===== config.mk =====
export PLATFORM = sky130hd
export DESIGN_NAME = alu_seq_flat
export DESIGN_NICKNAME = d
export VERILOG_FILES = /design/src/rtl/alu_seq_if.sv /design/src/rtl/alu_seq.sv /design/src/flat_wrapper.sv
export SDC_FILE = /design/constraint.sdc
export NUM_CORES = 1
export LEC_CHECK = 0
export CORE_MARGIN = 5
export CORE_UTILIZATION = 41
export CTS_CLUSTER_DIAMETER = 40
export DETAILED_ROUTE_END_ITERATION = 16
export GPL_TIMING_DRIVEN = 0
export PLACE_DENSITY_LB_ADDON = 0.12
export SETUP_SLACK_MARGIN = 0.5
export SYNTH_ARGS = -nofsm -noshare
export SYNTH_HDL_FRONTEND = slang
export SYNTH_SLANG_ARGS = --single-unit

===== constraint.sdc =====
create_clock -name clk -period 2.5 [get_ports clk]
set_input_delay 0.375 -clock clk [delete_from_list [all_inputs] [get_ports clk]]
set_output_delay 0.375 -clock clk [all_outputs]
set_load 0.05 [all_outputs]

===== src/rtl/alu_seq_if.sv =====
// ****************************************************************************
// * Module : alu_seq_if
// * Brief  : Requester, ALU and result bundle for the alu_seq sequencer.
// * Rev    : 1.0
// ****************************************************************************
`default_nettype none
`timescale 1ns/1ps

interface alu_seq_if;
  logic       in0_valid;
  logic       in1_valid;
  logic       in0_ready;
  logic       in1_ready;
  logic [3:0] in0_op;
  logic [3:0] in1_op;
  logic [3:0] in0_a;
  logic [3:0] in0_b;
  logic [3:0] in1_a;
  logic [3:0] in1_b;
  logic       in0_cin;
  logic       in1_cin;
  logic [1:0] in0_cnt;
  logic [1:0] in1_cnt;

  logic [3:0] alu_s;
  logic       alu_cin;
  logic [3:0] alu_a;
  logic [3:0] alu_b;
  logic [3:0] alu_f;
  logic       alu_cout;

  logic       out_valid;
  logic       out_ready;
  logic [3:0] out_f;
  logic       out_cout;
  logic       out_id;

  // Sequencer side
  modport slave (
    input  in0_valid, in1_valid, in0_op, in1_op, in0_a, in0_b, in1_a, in1_b,
           in0_cin, in1_cin, in0_cnt, in1_cnt, alu_f, alu_cout, out_ready,
    output in0_ready, in1_ready, alu_s, alu_cin, alu_a, alu_b,
           out_valid, out_f, out_cout, out_id
  );

  // Requesters, external ALU and result consumer
  modport master (
    output in0_valid, in1_valid, in0_op, in1_op, in0_a, in0_b, in1_a, in1_b,
           in0_cin, in1_cin, in0_cnt, in1_cnt, alu_f, alu_cout, out_ready,
    input  in0_ready, in1_ready, alu_s, alu_cin, alu_a, alu_b,
           out_valid, out_f, out_cout, out_id
  );
endinterface

`default_nettype wire


===== src/rtl/alu_seq.sv =====
// ****************************************************************************
// * Module : alu_seq
// * Brief  : Two-requester command sequencer driving an external 4-bit ALU,
// *          with multi-cycle shifts. ALU_SEQ_FIXED_PRI_EN: requester 0 always
// *          wins conflicts (default: round-robin starting at RR_INIT).
// * Rev    : 1.0
// ****************************************************************************
`default_nettype none
`timescale 1ns/1ps

module alu_seq #(
  parameter int RR_INIT = 0
) (
  input  logic        clk,
  input  logic        rst_n,
  alu_seq_if.slave    bus
);

  typedef enum logic [1:0] {
    IDLE  = 2'd0,
    EXEC  = 2'd1,
    SHIFT = 2'd2,
    DONE  = 2'd3
  } state_t;

  state_t     state;
  state_t     state_nx;

  logic [3:0] cmd_op;
  logic [3:0] cmd_a;
  logic [3:0] cmd_b;
  logic       cmd_cin;
  logic [1:0] cmd_left;
  logic       cmd_id;
  logic [3:0] res_f;
  logic       res_cout;

  logic       grant0;
  logic       grant1;
  logic       can_grant;
  logic       accept;
  logic       win_id;
  logic       last_step;

`ifdef ALU_SEQ_FIXED_PRI_EN
  assign grant0 = bus.in0_valid;
  assign grant1 = bus.in1_valid & ~bus.in0_valid;
`else
  logic pri;

  assign grant0 = bus.in0_valid & (~bus.in1_valid | ~pri);
  assign grant1 = bus.in1_valid & (~bus.in0_valid |  pri);

  // Priority moves to the requester that just lost (or did not compete)
  always_ff @(posedge clk or negedge rst_n) begin
    if (!rst_n) begin
      pri <= (RR_INIT != 0);
    end else if (accept) begin
      pri <= ~win_id;
    end
  end
`endif

  // Grants are suppressed while reset is held so ready reads low immediately
  assign can_grant     = rst_n & (state == IDLE);
  assign bus.in0_ready = can_grant & grant0;
  assign bus.in1_ready = can_grant & grant1;
  assign accept        = bus.in0_ready | bus.in1_ready;
  assign win_id        = bus.in1_ready;

  assign last_step = ~cmd_op[3] | (cmd_left == 2'd0);

  always_ff @(posedge clk or negedge rst_n) begin
    if (!rst_n) begin
      state <= IDLE;
    end else begin
      state <= state_nx;
    end
  end

  always_comb begin
    state_nx      = state;
    bus.alu_s     = 4'd0;
    bus.alu_cin   = 1'b0;
    bus.alu_a     = 4'd0;
    bus.alu_b     = 4'd0;
    bus.out_valid = 1'b0;
    case (state)
      IDLE: begin
        if (accept) state_nx = EXEC;
      end
      EXEC, SHIFT: begin
        bus.alu_s   = cmd_op;
        bus.alu_cin = cmd_cin;
        bus.alu_a   = cmd_a;
        bus.alu_b   = cmd_b;
        state_nx    = last_step ? DONE : SHIFT;
      end
      DONE: begin
        bus.out_valid = 1'b1;
        if (bus.out_ready) state_nx = IDLE;
      end
      default: state_nx = IDLE;
    endcase
  end

  // cmd_a doubles as the running shift operand; results latch on the final step
  always_ff @(posedge clk or negedge rst_n) begin
    if (!rst_n) begin
      cmd_op   <= 4'd0;
      cmd_a    <= 4'd0;
      cmd_b    <= 4'd0;
      cmd_cin  <= 1'b0;
      cmd_left <= 2'd0;
      cmd_id   <= 1'b0;
      res_f    <= 4'd0;
      res_cout <= 1'b0;
    end else begin
      case (state)
        IDLE: begin
          if (accept) begin
            cmd_op   <= win_id ? bus.in1_op  : bus.in0_op;
            cmd_a    <= win_id ? bus.in1_a   : bus.in0_a;
            cmd_b    <= win_id ? bus.in1_b   : bus.in0_b;
            cmd_cin  <= win_id ? bus.in1_cin : bus.in0_cin;
            cmd_left <= win_id ? bus.in1_cnt : bus.in0_cnt;
            cmd_id   <= win_id;
          end
        end
        EXEC, SHIFT: begin
          cmd_a <= bus.alu_f;
          if (last_step) begin
            res_f    <= bus.alu_f;
            res_cout <= bus.alu_cout;
          end else begin
            cmd_left <= cmd_left - 2'd1;
          end
        end
        default: ;
      endcase
    end
  end

  assign bus.out_f    = res_f;
  assign bus.out_cout = res_cout;
  assign bus.out_id   = cmd_id;

endmodule

`default_nettype wire


===== src/flat_wrapper.sv =====
// flat-port wrapper written by rule: the top's interface ports become plain ports
module alu_seq_flat 
#(
  parameter int RR_INIT = 0
)
  (clk, rst_n, bus_in0_valid, bus_in1_valid, bus_in0_op, bus_in1_op, bus_in0_a, bus_in0_b, bus_in1_a, bus_in1_b, bus_in0_cin, bus_in1_cin, bus_in0_cnt, bus_in1_cnt, bus_alu_f, bus_alu_cout, bus_out_ready, bus_in0_ready, bus_in1_ready, bus_alu_s, bus_alu_cin, bus_alu_a, bus_alu_b, bus_out_valid, bus_out_f, bus_out_cout, bus_out_id);
  alu_seq_if bus_i ();
  input  logic clk;
  input  logic rst_n;
  input wire logic [$bits(bus_i.in0_valid)-1:0] bus_in0_valid;
  input wire logic [$bits(bus_i.in1_valid)-1:0] bus_in1_valid;
  input wire logic [$bits(bus_i.in0_op)-1:0] bus_in0_op;
  input wire logic [$bits(bus_i.in1_op)-1:0] bus_in1_op;
  input wire logic [$bits(bus_i.in0_a)-1:0] bus_in0_a;
  input wire logic [$bits(bus_i.in0_b)-1:0] bus_in0_b;
  input wire logic [$bits(bus_i.in1_a)-1:0] bus_in1_a;
  input wire logic [$bits(bus_i.in1_b)-1:0] bus_in1_b;
  input wire logic [$bits(bus_i.in0_cin)-1:0] bus_in0_cin;
  input wire logic [$bits(bus_i.in1_cin)-1:0] bus_in1_cin;
  input wire logic [$bits(bus_i.in0_cnt)-1:0] bus_in0_cnt;
  input wire logic [$bits(bus_i.in1_cnt)-1:0] bus_in1_cnt;
  input wire logic [$bits(bus_i.alu_f)-1:0] bus_alu_f;
  input wire logic [$bits(bus_i.alu_cout)-1:0] bus_alu_cout;
  input wire logic [$bits(bus_i.out_ready)-1:0] bus_out_ready;
  output wire logic [$bits(bus_i.in0_ready)-1:0] bus_in0_ready;
  output wire logic [$bits(bus_i.in1_ready)-1:0] bus_in1_ready;
  output wire logic [$bits(bus_i.alu_s)-1:0] bus_alu_s;
  output wire logic [$bits(bus_i.alu_cin)-1:0] bus_alu_cin;
  output wire logic [$bits(bus_i.alu_a)-1:0] bus_alu_a;
  output wire logic [$bits(bus_i.alu_b)-1:0] bus_alu_b;
  output wire logic [$bits(bus_i.out_valid)-1:0] bus_out_valid;
  output wire logic [$bits(bus_i.out_f)-1:0] bus_out_f;
  output wire logic [$bits(bus_i.out_cout)-1:0] bus_out_cout;
  output wire logic [$bits(bus_i.out_id)-1:0] bus_out_id;
  assign bus_i.in0_valid = bus_in0_valid;
  assign bus_i.in1_valid = bus_in1_valid;
  assign bus_i.in0_op = bus_in0_op;
  assign bus_i.in1_op = bus_in1_op;
  assign bus_i.in0_a = bus_in0_a;
  assign bus_i.in0_b = bus_in0_b;
  assign bus_i.in1_a = bus_in1_a;
  assign bus_i.in1_b = bus_in1_b;
  assign bus_i.in0_cin = bus_in0_cin;
  assign bus_i.in1_cin = bus_in1_cin;
  assign bus_i.in0_cnt = bus_in0_cnt;
  assign bus_i.in1_cnt = bus_in1_cnt;
  assign bus_i.alu_f = bus_alu_f;
  assign bus_i.alu_cout = bus_alu_cout;
  assign bus_i.out_ready = bus_out_ready;
  assign bus_in0_ready = bus_i.in0_ready;
  assign bus_in1_ready = bus_i.in1_ready;
  assign bus_alu_s = bus_i.alu_s;
  assign bus_alu_cin = bus_i.alu_cin;
  assign bus_alu_a = bus_i.alu_a;
  assign bus_alu_b = bus_i.alu_b;
  assign bus_out_valid = bus_i.out_valid;
  assign bus_out_f = bus_i.out_f;
  assign bus_out_cout = bus_i.out_cout;
  assign bus_out_id = bus_i.out_id;
  alu_seq #(.RR_INIT(RR_INIT)) u_core (.clk(clk), .rst_n(rst_n), .bus(bus_i));
endmodule

==> results.tsv <==
stage	metric	value	unit
power	power_density	1560	nW/um2
timing	holdWs	0.495	ns
critical_path	start_kind	flop	
power	vdd_drop_max	0.000754	V
synth	synth_top_area_share	44.3	%
floorplanning	fp.dieW	67.5	um
synth	ys_warn_count	0	
critical_path	crit_slowest_cell	dfrtp_1	
critical_path	worstPathRequired	2.12	ns
routing	avgViaCountPerCell	4.81	
timing	post-route-period-util	83.2	%
cells_and_area	layoutNonFillerInstCount	279	
floorplanning	core-area	3100	um2
critical_path	worst-path-buf-inv	5	
synth	avgSynthCellArea	9.62	um2
synth	synthDistinctLibCells	26	
timing	setup_violations	0	
timing	maxSlewHeadroom	65.1	%
routing	drt-total-wl	4160	um
clock_network	cts-root-buf	clkbuf_4	
run	drv_cap	0	
clock_network	clock_path_buffers	2	
critical_path	endpoint_kind	output port	
cells_and_area	n_antenna_cell	0	
floorplanning	die_area	4560	um2
synth	ys_seq_area_share	44.3	%
floorplanning	dieHeight	67.5	um
routing	num_vias	1342	
timing	worst_slack	0.419	ns
critical_path	crit_type	flop to output port	
clock_network	clkTransAtPathRegs	0.14	ns
timing	min_period	2.08	ns
global_routing	antenna_found_initial	0	
timing	rsz0062_at_grt	true	
placement	numPortBuffers	61	
critical_path	slowest_delay	0.43	ns
critical_path	cp_cell_sequence	inv_2, ha_4, buf_8, buf_8, buf_8, and2_4, buf_8	
synth	synth_area_leaders	dfrtp_1 (44%), mux2i_1 (11%), and2_1 (6.5%)	
synth	synth_top_family_by_area	simple AND/OR/NAND/NOR gates	
power	p_leak	1.10	nW
global_routing	grt_pass1_vias	1340	
timing	drv_slew	0	
cells_and_area	drive_gt1_share	31.1	%
critical_path	cpLargestDelayFamily	buffers and inverters	
timing	hold_viol_final	0	
global_routing	grt_max_degree	25	
clock_network	clock_latency	0.32	ns
placement	hpwl	2780	um
global_routing	grt_first_pass_wirelength	6090	um
synth	yosys.area_share.xor_xnor	0	%
synth	syn_area	1360	um2
synth	ys_ff_latch	24	
floorplanning	num_io_pins	62	
timing	clock_skew	0.00708	ns
synth	synthCells	141	
synth	synth_fa_ha_area_share	4.61	%
synth	synth_compound_area_share	13.9	%
critical_path	cp.arrival	1.71	ns
routing	drtAntennaViolNets	0	
placement	place_congestion	0.863	
routing	drc	0	
routing	first_iter_violations	53	
synth	synth_mux_area_share	12.7	%
clock_network	clock_sinks	24	
timing	worst_slew_pin_slew	0.522	ns
global_routing	grt_usage	17.7	%
global_routing	grt-ovfl-total	0	
clock_network	cts_tree	yes	
cells_and_area	syn_to_final_growth	80.6	%
outcome	status	finished, final reports clean	
synth	synth-simple-area-share	18.3	%
clock_network	htreeDepth	1	
placement	pre_cts_ws	-1.25	ns
synth	synth_top_area_cell	dfrtp_1	
worst_hold_path	timing.hold.worst.class	flop to flop	
clock_network	numCtsBuffers	3	
critical_path	cp_common_cell	buf_8	
cells_and_area	post-route-util	79.0	%
placement	dpl.cell_count	246	
cells_and_area	nets	281	
critical_path	cp_max_fo	7	
routing	firstDrtPassIters	4	
floorplanning	initial_utilization	43.7	%
floorplanning	rows	20	
synth	synthesis.nets	186	
routing	wl_per_cell	14.9	um
timing	max_freq	481	MHz
## layout by cell type, fill, tap and decap left out, types with 3 or more instances in the layout
cell             count
dfrtp_1             24
a221oi_1             4
o21ai_1              9
nor2_1               8
o21ai_0              7
buf_8               14
clkbuf_4             3
a21oi_1              5
ha_1                 4
nand2_1             19
clkdlybuf4s50_1     44
buf_6                6
nand2b_1             3
mux2i_1             15
buf_12               4
buf_4               25
inv_1                7
and2_4              12
and2_1               3
## synth_stat cells
master,count
ha_1,5
a221oi_1,4
a31oi_1,1
mux2i_1,15
mux2_2,1
clkbuf_1,4
mux2_1,1
nor2b_1,2
o21ai_1,9
o21bai_1,1
o21ai_2,1
and3_4,1
a221oi_2,1
and2_1,14
buf_12,1
inv_1,9
nand2_1,19
a21oi_1,6
and2_4,1
buf_8,1
nor2_1,8
nand2b_1,3
o22ai_1,1
o21ai_0,7
dfrtp_1,24
nor3b_1,1
## area by class of cell
| type | instances | area [um2] |
|---|---|---|
| sequential | 24 | 601 |
| timing repair buffer | 90 | 920 |
| clock buffer | 4 | 36.3 |
| fill | 225 | 653 |
| inverter | 9 | 33.8 |
| multi-input combinational | 102 | 716 |
| tap | 44 | 55.1 |
| buffer | 6 | 88.8 |
## what timing repair did
action | in CTS | in global routing
hold buffers | 2 | 0
buffers inserted | 10 | 16
cloned | 1 | 0
setup endpoints to repair | 35 | 15
gates resized for setup | 147 | 7
hold endpoints to repair | 24 | 0
pin swaps | 0 | 2
## final timing paths
path	startpoint	depth (start not counted)	to	slack, ns
hold / removal	u_core.bus.out_f[0]	2	u_core.bus.out_f[0]	0.50
hold reg to reg	u_core.bus.out_f[0]	2	u_core.bus.out_f[0]	0.50
max in group asynchronous	rst_n	3	u_core.cmd_op[1]	1.76
setup / recovery	u_core.state[1]	7	bus_alu_a[0]	0.42
setup reg to reg	u_core.state[1]	8	u_core.cmd_left[0]	0.58
min in group asynchronous	rst_n	3	u_core.cmd_left[0]	0.59
## power breakdown
part / total [mW] / switching (mW) / internal [mW]
logic: 2.92 / 1.52 / 1.40
clock network: 0.212 / 0.123 / 0.0891
registers: 0.697 / 0.113 / 0.584
## worst reg2reg max path: cells and delay by family, from the launching register on
| kind | cells | cell delay (ns) |
|---|---|---|
| buffers and inverters | 4 | 0.48 |
| AOI/OAI and AO/OA | 2 | 0.47 |
| DFF | 1 | 0.43 |
| muxes | 1 | 0.23 |
| adders and majority gates | 1 | 0.21 |
## routing by layer
layer,vias to the layer above,routed length (um),GRT usage [%]
met5,-,0,0
met4,0,77,6.08
met3,8,262,3.16
met2,53,2120,32.0
met1,617,1700,20.9
li1,664,-,-
## metrics by stage
stage / total power [mW] / TNS (ns) / instance area (um2)
after floorplan: 2.17 / 0 / 1370
after global placement: 2.76 / -12.91 / 2040
after detailed placement: 2.82 / -14.67 / 2040
after CTS: 3.64 / 0 / 2310
after global routing: 4.05 / 0 / 2450
final: 3.83 / 0 / 2450
## state kept, by name, indices dropped and copies added, names as in the netlist
signal,cells
u_core.bus.out_f,4
u_core.cmd_a,4
u_core.cmd_b,4
u_core.cmd_op,4
u_core.cmd_left,2
u_core.state,2
u_core.bus.out_cout,1
u_core.bus.out_id,1
u_core.cmd_cin,1
u_core.pri,1
## cells by family after synthesis
logic type	count (synthesis)
flops	24
mux	17
simple gates	49
buf+inv	15
compound gates	31
fa+ha+maj	5
No activity file was read; power rests on OpenSTA's default activity.
